[config.mk]
export PLATFORM = sky130hd
export DESIGN_NAME = pc_unit
export DESIGN_NICKNAME = d
export VERILOG_FILES = /design/src/rtl/pc_unit.sv
export SDC_FILE = /design/constraint.sdc
export NUM_CORES = 1
export LEC_CHECK = 0
export CELL_PAD_IN_SITES_DETAIL_PLACEMENT = 0
export CELL_PAD_IN_SITES_GLOBAL_PLACEMENT = 1
export CORE_MARGIN = 4
export CORE_UTILIZATION = 26
export CTS_CLUSTER_DIAMETER = 50
export CTS_CLUSTER_SIZE = 14
export DETAILED_ROUTE_END_ITERATION = 16
export GPL_TIMING_DRIVEN = 0
export PLACE_DENSITY = 0.51
export SLEW_MARGIN = 20
export SYNTH_ARGS = -nofsm -noshare
export SYNTH_HDL_FRONTEND = slang
export SYNTH_SLANG_ARGS = --single-unit
[constraint.sdc]
create_clock -name clk -period 6 [get_ports clk]
set_input_delay 0.6 -clock clk [delete_from_list [all_inputs] [get_ports clk]]
set_output_delay 0.6 -clock clk [all_outputs]
set_load 0.01 [all_outputs]
[src/rtl/pc_unit.sv]
// Program-counter unit: selects next PC from sequential/branch/jump/return paths,
// with stall, a circular return-address stack, and misalignment/underflow pulses.
module pc_unit #(
  parameter int               WIDTH        = 32,
  parameter logic [WIDTH-1:0] RESET_VECTOR = '0,
  parameter int               INC          = 4,
  parameter int               RAS_DEPTH    = 4
) (
  input  logic             clk,
  input  logic             reset,
  input  logic             stall,
  input  logic             branchTaken,
  input  logic [WIDTH-1:0] branchTarget,
  input  logic             jump,
  input  logic [WIDTH-1:0] jumpTarget,
  input  logic             call,
  input  logic             ret,
  output logic [WIDTH-1:0] pc,
  output logic [WIDTH-1:0] pcPlus,
  output logic             rasEmpty,
  output logic             rasFull,
  output logic             misaligned,
  output logic             retUnderflow
);

  localparam int               PTR_W      = $clog2(RAS_DEPTH);
  localparam int               CNT_W      = PTR_W + 1;
  localparam logic [WIDTH-1:0] INC_W      = WIDTH'(INC);
  localparam logic [WIDTH-1:0] ALIGN_MASK = WIDTH'(INC - 1);
  localparam logic [CNT_W-1:0] CNT_MAX    = CNT_W'(RAS_DEPTH);

  logic [WIDTH-1:0] pc_q, pc_d;
  logic [PTR_W-1:0] top_q, top_d;
  logic [CNT_W-1:0] count_q, count_d;
  logic             misaligned_q, misaligned_d;
  logic             underflow_q, underflow_d;
  logic [WIDTH-1:0] ras_q [0:RAS_DEPTH-1];

  logic             push_en;
  logic [PTR_W-1:0] push_idx;
  logic [PTR_W-1:0] top_pop;
  logic [CNT_W-1:0] count_pop;
  logic [WIDTH-1:0] sel_target;
  logic             redirect;

  assign pcPlus       = pc_q + INC_W;
  assign pc           = pc_q;
  assign rasEmpty     = (count_q == '0);
  assign rasFull      = (count_q == CNT_MAX);
  assign misaligned   = misaligned_q;
  assign retUnderflow = underflow_q;

  always_comb begin
    pc_d         = pc_q;
    top_d        = top_q;
    count_d      = count_q;
    misaligned_d = 1'b0;
    underflow_d  = 1'b0;
    push_en      = 1'b0;
    push_idx     = top_q;
    top_pop      = top_q;
    count_pop    = count_q;
    sel_target   = pcPlus;
    redirect     = 1'b0;
    if (!stall) begin
      if (ret) begin
        if (rasEmpty) begin
          underflow_d = 1'b1;
        end else begin
          sel_target = ras_q[top_q];
          redirect   = 1'b1;
          top_pop    = top_q - PTR_W'(1);
          count_pop  = count_q - CNT_W'(1);
        end
      end else if (jump) begin
        sel_target = jumpTarget;
        redirect   = 1'b1;
      end else if (branchTaken) begin
        sel_target = branchTarget;
        redirect   = 1'b1;
      end

      if (redirect && ((sel_target & ALIGN_MASK) != '0)) begin
        misaligned_d = 1'b1;
        pc_d         = pcPlus;
      end else begin
        pc_d = sel_target;
      end

      // Pop (if any) is applied before the push, so ret+jump+call rewrites the top slot.
      top_d   = top_pop;
      count_d = count_pop;
      if (jump && call) begin
        push_en  = 1'b1;
        push_idx = top_pop + PTR_W'(1);
        top_d    = push_idx;
        count_d  = (count_pop == CNT_MAX) ? count_pop : count_pop + CNT_W'(1);
      end
    end
  end

  always_ff @(posedge clk) begin
    if (reset) begin
      pc_q         <= RESET_VECTOR;
      top_q        <= '0;
      count_q      <= '0;
      misaligned_q <= 1'b0;
      underflow_q  <= 1'b0;
    end else begin
      pc_q         <= pc_d;
      top_q        <= top_d;
      count_q      <= count_d;
      misaligned_q <= misaligned_d;
      underflow_q  <= underflow_d;
    end
  end

  // Stack storage has no reset; contents are only meaningful below count_q.
  always_ff @(posedge clk) begin
    if (!reset && push_en) begin
      ras_q[push_idx] <= pcPlus;
    end
  end

endmodule

## After elaboration in Yosys (flattened, before gate mapping)

Memories as Yosys holds them, arrays and structs flattened. A register that Yosys moved wholly into a read port is not among the register bits.
Cells that the tools add are included.

- Register bits after elaboration: 39
- Bits in writable memories: 128
- Bits of input ports: 71
- Output and inout port bits: 68
- Word-level logic and storage cells: 52
- Memories kept: 1

- Add/subtract/negate cells: 5
- Eq/ne operators: 2
- Multiplexer cells: 30
- Bitwise gates (word level): 1
- Reduce and logical (&&, ||, !) cells: 8

Memory list:

| memory | words | width | read ports | clocked after memory_dff | write ports | line | source |
|---|---|---|---|---|---|---|---|
| ras_q | 4 | 32 | 1 | 1 | 1 | 37 | `logic [WIDTH-1:0] ras_q [0:RAS_DEPTH-1];` |

Operators by type and width:

| operator | count |
|---|---|
| two-way mux 32 bit | 6 |
| adder 32 x 3 -> 32 bit, second input constant | 1 |
| nonzero test 32 bit | 1 |
| two-way mux 2 bit | 8 |
| two-way mux 3 bit | 5 |
| two-way mux 1 bit | 11 |
| equality test 3 bit, second input constant | 2 |
| adder 3 x 1 -> 3 bit, second input constant | 1 |
| logical AND 1 bit | 3 |
| zero test 3 bit | 1 |
| OR reduction 3 bit | 1 |
| subtractor 3 x 1 -> 3 bit, second input constant | 1 |
| adder 2 x 1 -> 2 bit, second input constant | 1 |
| OR reduction 2 bit | 1 |
| subtractor 2 x 1 -> 2 bit, second input constant | 1 |
| zero test 1 bit | 1 |
| NOT 1 bit | 1 |

## Depth between registers and ports, before layout

- Depth after elaboration: 8
- Gate-level depth with buffers: 15
- Gate-level depth less buffers: 13

## Least setup slack after synthesis

No wires, ideal clock.

- Path type: input -> register
- From: input jump
- To: memory ras_q[3][0] (enable)
- Arrival: 4.399 ns
- Data required time: 5.498 ns
- Slack: 1.099 ns
- Cell stages on the path: 4
- Path buffers: 2
- Cell sequence: buf_2 buf_1 nand3_1 nor4_1

- Word-level cells in the longest chain between the ends: 6
- Elaborated cells on any way between the ends: 8

Ends and longest elaborated chain:

| element | line | source |
|---|---|---|
| from (decl) | 14 | `input logic jump,` |
| logical AND 1 bit (*) | 93 | `if (jump && call) begin` |
| two-way mux 1 bit | 93 |  |
| two-way mux 1 bit | 65 | `if (!stall) begin` |
| logical AND 1 bit | 120 | `if (!reset && push_en) begin` |
| two-way mux 1 bit | 120 |  |
| two-way mux 1 bit (implied by the code) | 121 | `ras_q[push_idx] <= pcPlus;` |
| to (decl) | 37 |  |

Every way passes the cells marked *; elsewhere a longest branch is shown, timed or not.

## Worst setup path in the final report

- From: register pc_q[2] (netlist: pc[2])
- To: output pcPlus[20]

- Word-level cells in the longest chain between the ends: 1

Ends and longest elaborated chain:

| element | line | source |
|---|---|---|
| from (decl) | 32 | `logic [WIDTH-1:0] pc_q, pc_d;` |
| from (signal assigned) | 110 | `pc_q <= pc_d;` |
| adder 32 x 3 -> 32 bit | 46 | `assign pcPlus = pc_q + INC_W;` |
| to (decl) | 19 | `output logic [WIDTH-1:0] pcPlus,` |

No other way between the ends.

==> results by group <==
Run status
  – Status: finished clean

Clock tree
  – Clock Latency Late Sink: roughly 0.43 ns
  – Post-CTS Setup Inserts: 0
  – CTS Hold Bufs: 0
  – H-Tree Depth: 4
  – CTS Sinks: around 170
  – # resized after CTS: 0
  – Num CTS Buffers: 17
  – Clock transition at path regs: approximately 0.070 ns
  – Root Driver: clkbuf_16
  – Worst-case clock buffer depth: 2
  – TritonCTS clock tree: yes

Yosys
  – Ys Warns: 0
  – Top-area cell type share of the netlist area: 0.462
  – Post-synthesis mux area share: 0.0915
  – Syn_area_per_cell: around 12 µm²
  – Main synth FF type: edfxtp_1
  – Synth Area in Adders: 0.00751
  – Flops & latches, synth: approximately 170
  – Post-synth EDFFs: between 100 and 150
  – Synthesized area: approximately 0.0083 mm²
  – Largest cells by area after synthesis: edfxtp_1, dfxtp_1, mux4_2
  – Post-synthesis compound-gate area fraction: 0.142
  – Net Count, Synth: 747
  – Gate count of the mapped netlist: between 600 and 700
  – Async S/R FF share, synth: 0
  – Sequential area share after synthesis: 0.560
  – Yosys cell types: between 60 and 70
  – Post-synthesis xor/xnor area fraction: 0.0346
  – Largest family of logic cells by synthesized area: compound AO/OA/AOI/OAI gates
  – Area leader, netlist: edfxtp_1
  – Simple-gate share of the synthesized area: 0.123

Drt
  – DR WL/cell: 25.3 µm
  – DR vias/cell: 5.13
  – DRT iter0 DRCs: 420
  – Antenna-violating nets left: 0
  – DRC errors left: 0
  – DR pass1 iterations: 7
  – Post-Route WL: 31,900 µm
  – Routed via count: ~6,500

Worst setup path
  – Crit-path cells: ha_1 -> nand3_2 -> nor4_1 -> nand3_1 -> xnor2_1 -> clkdlybuf4s50_1
  – Critical Path RT: roughly 5.4 ns
  – Worst Path Arrival: about 4.0 ns
  – Buf/Inv on CP: 1
  – CP Capture Type: primary output
  – Max stage delay cell, worst path: nor4_1
  – Crit start category: register
  – Top delay family on crit path: simple AND/OR/NAND/NOR gates
  – CP Class: reg -> out
  – Crit-path max cell delay: between 0.9 and 1 ns
  – CP Max Fanout: 7

Global route
  – Largest net degree at the start of global routing: 18
  – Initial antenna violation count: 0
  – First-pass GRT wire length: approximately 47,000 µm
  – Global route overflow: 0
  – Overall routing resource usage: 0.180
  – Vias in the first global route: just under 7,000

Timing
  – Worst Max-Slew Pin Slew: approximately 1.1 ns
  – Setup TNS: 0 ns
  – Fin crit period: between 4 and 5 ns
  – Slew margin rel.: 0.282
  – Fin crit share: 0.769
  – FMAX: 217 MHz
  – RSZ-0062 raised after global routing: no
  – Clock Skew: about 0.013 ns
  – Max-slew violation count: 0
  – Hold Fails Final Rpt: 0
  – Final Setup Violations: 0

Placement
  – Placed Area: 0.0104 mm²
  – Placed wire-length estimate: approximately 23,000 µm
  – Port bufs: around 140
  – Gpl congestion: 0.805
  – Placed insts: about 1,200

Cells and area
  – # fillers: 3,153
  – Area Overhead vs Synth: 33.0%
  – Layout Cells excl Fill: around 1,300
  – Final core occ: 0.351
  – Layout cell share with drive strength beyond 1: 0.146
  – Nets@finish: between 900 and 1,000
  – Design Area, Final: between 0.01 and 0.015 mm²

Die
  – Die area: ~0.035 mm²
  – Initial Util: 0.264
  – Top Ports: approximately 140
  – Die Y: approximately 190 µm
  – Core area: 0.0316 mm²
  – Site Rows: 65
  – Die W: between 150 and 200 µm

Power
  – Power per cell area: between 200 and 300 mW/mm²
  – VDD IR-drop max: around 0.14 mV
  – Pwr Total: between 3000 and 4000 µW
  – P_leak: 0.00365 µW

Job
  – Max-Cap Viols: 0

Hold path
  – Hold WC Path Type: reg -> reg
==> final timing paths <==
check              from         end  slack, ns  depth (start not counted)
max               pc[2]  pcPlus[20]       1.39                          6
min          count_q[0]  count_q[0]       0.50                          2
max reg2reg  count_q[0]  count_q[0]       2.33                         15
min reg2reg  count_q[0]  count_q[0]       0.50                          2
==> flip-flops by register name (all words and copies together), names as in the netlist, named ones only <==
name and count:
misaligned 1, ras_q 128, count_q 3, top_q 2, pc 32, retUnderflow 1
==> synthesized netlist by cell type (3+ instances only) <==
master    instances
mux4_2           32
nand4_1          10
a32oi_1          15
or3_1             6
xnor2_1          15
o22ai_1           3
a222oi_1          8
dfxtp_1          41
a211oi_1          6
a31oi_1           4
a32o_1            5
a22o_1            6
buf_1             4
nor2_1           20
a221o_1           3
nand2b_1         13
nand2_1          71
mux2i_1           3
and3_1            4
clkbuf_1         26
nor3_1           15
a21oi_1          33
and2_1            4
xor2_1           16
nand3_1          15
ha_1              5
nor2b_1           4
and4_1            8
nor4_1            7
buf_2            10
edfxtp_1        128
buf_4             6
a221oi_1          4
o21ai_0          35
inv_1            23
a22oi_1          10
o211ai_1         10
==> worst reg2reg max path: cells and delay by family (launching register included) <==
kind,cells,cell delay [ns]
DFF,1,0.35
adders and majority gates,2,0.46
and+or+nand+nor,3,0.60
buffers and inverters,6,1.51
xor gates and xnor gates,2,0.33
AOI/OAI and AO/OA,2,0.34
==> cell families (layout without fill, tap and decap cells) <==
group           count (synthesis)  after routing
flops                         169            169
mux                            36             36
compound gates                163            163
buf+inv                        73            260
simple gates                  193            193
fa+ha+maj                       5              5
other cells                     0              1
xor+xnor                       32             32
==> per-layer routing <==
layer	vias to the layer above	track usage	wire length (µm)
met2	181	0.290	15100
met5	-	0	0
met4	0	0.0449	410
li1	2974	-	-
met1	3289	0.254	14900
met3	27	0.0321	1430
==> layout make-up <==
type                       instances  area, µm²  share of cell area
sequential                       169       4660               0.421
timing repair buffer             155       1560               0.141
clock inverter                    13        203              0.0183
inverter                          24       92.6             0.00836
buffer                            49        245              0.0221
tap                              402        503              0.0454
antenna                            1       2.50            0.000226
multi-input combinational        429       3370               0.304
clock buffer                      19        443              0.0400
==> layout by cell type, fill, tap and decap left out, drive strengths merged, types with 3 or more instances in the layout <==
master           n
a222oi           8
a221oi           7
mux2i            3
a22oi           10
dfxtp           41
and2             4
and4             8
clkdlybuf4s50  137
mux4            32
bufinv           4
a211oi           6
a32oi           15
inv             31
o22ai            3
nand3           16
a22o             6
nor2b            4
edfxtp         128
buf             41
clkbuf          45
nand4           11
o211ai          10
o21ai           37
nor2            21
ha               5
a32o             5
nor4             9
a311oi           3
or2              3
a21oi           33
nand2           72
xnor2           15
or3              6
xor2            17
and3             4
nor3            16
nand2b          13
a31oi            4
a221o            3
==> where the power goes <==
part / switching (µW) / leakage, µW / internal (µW)
sequential: 60.7 / 0.00151 / 1310
combinational: 372 / 0.00182 / 285
clock: 513 / 0.000313 / 723
==> per-stage QoR <==
stage,hold WS [ns],setup slack (ns)
global route,0.556,1.15
CTS,0.498,1.36
finish,0.503,1.39
global placement,0.479,-3.55
floorplan,0.459,1.10
detailed placement,0.486,1.81
(Power assumes the default switching activity.)
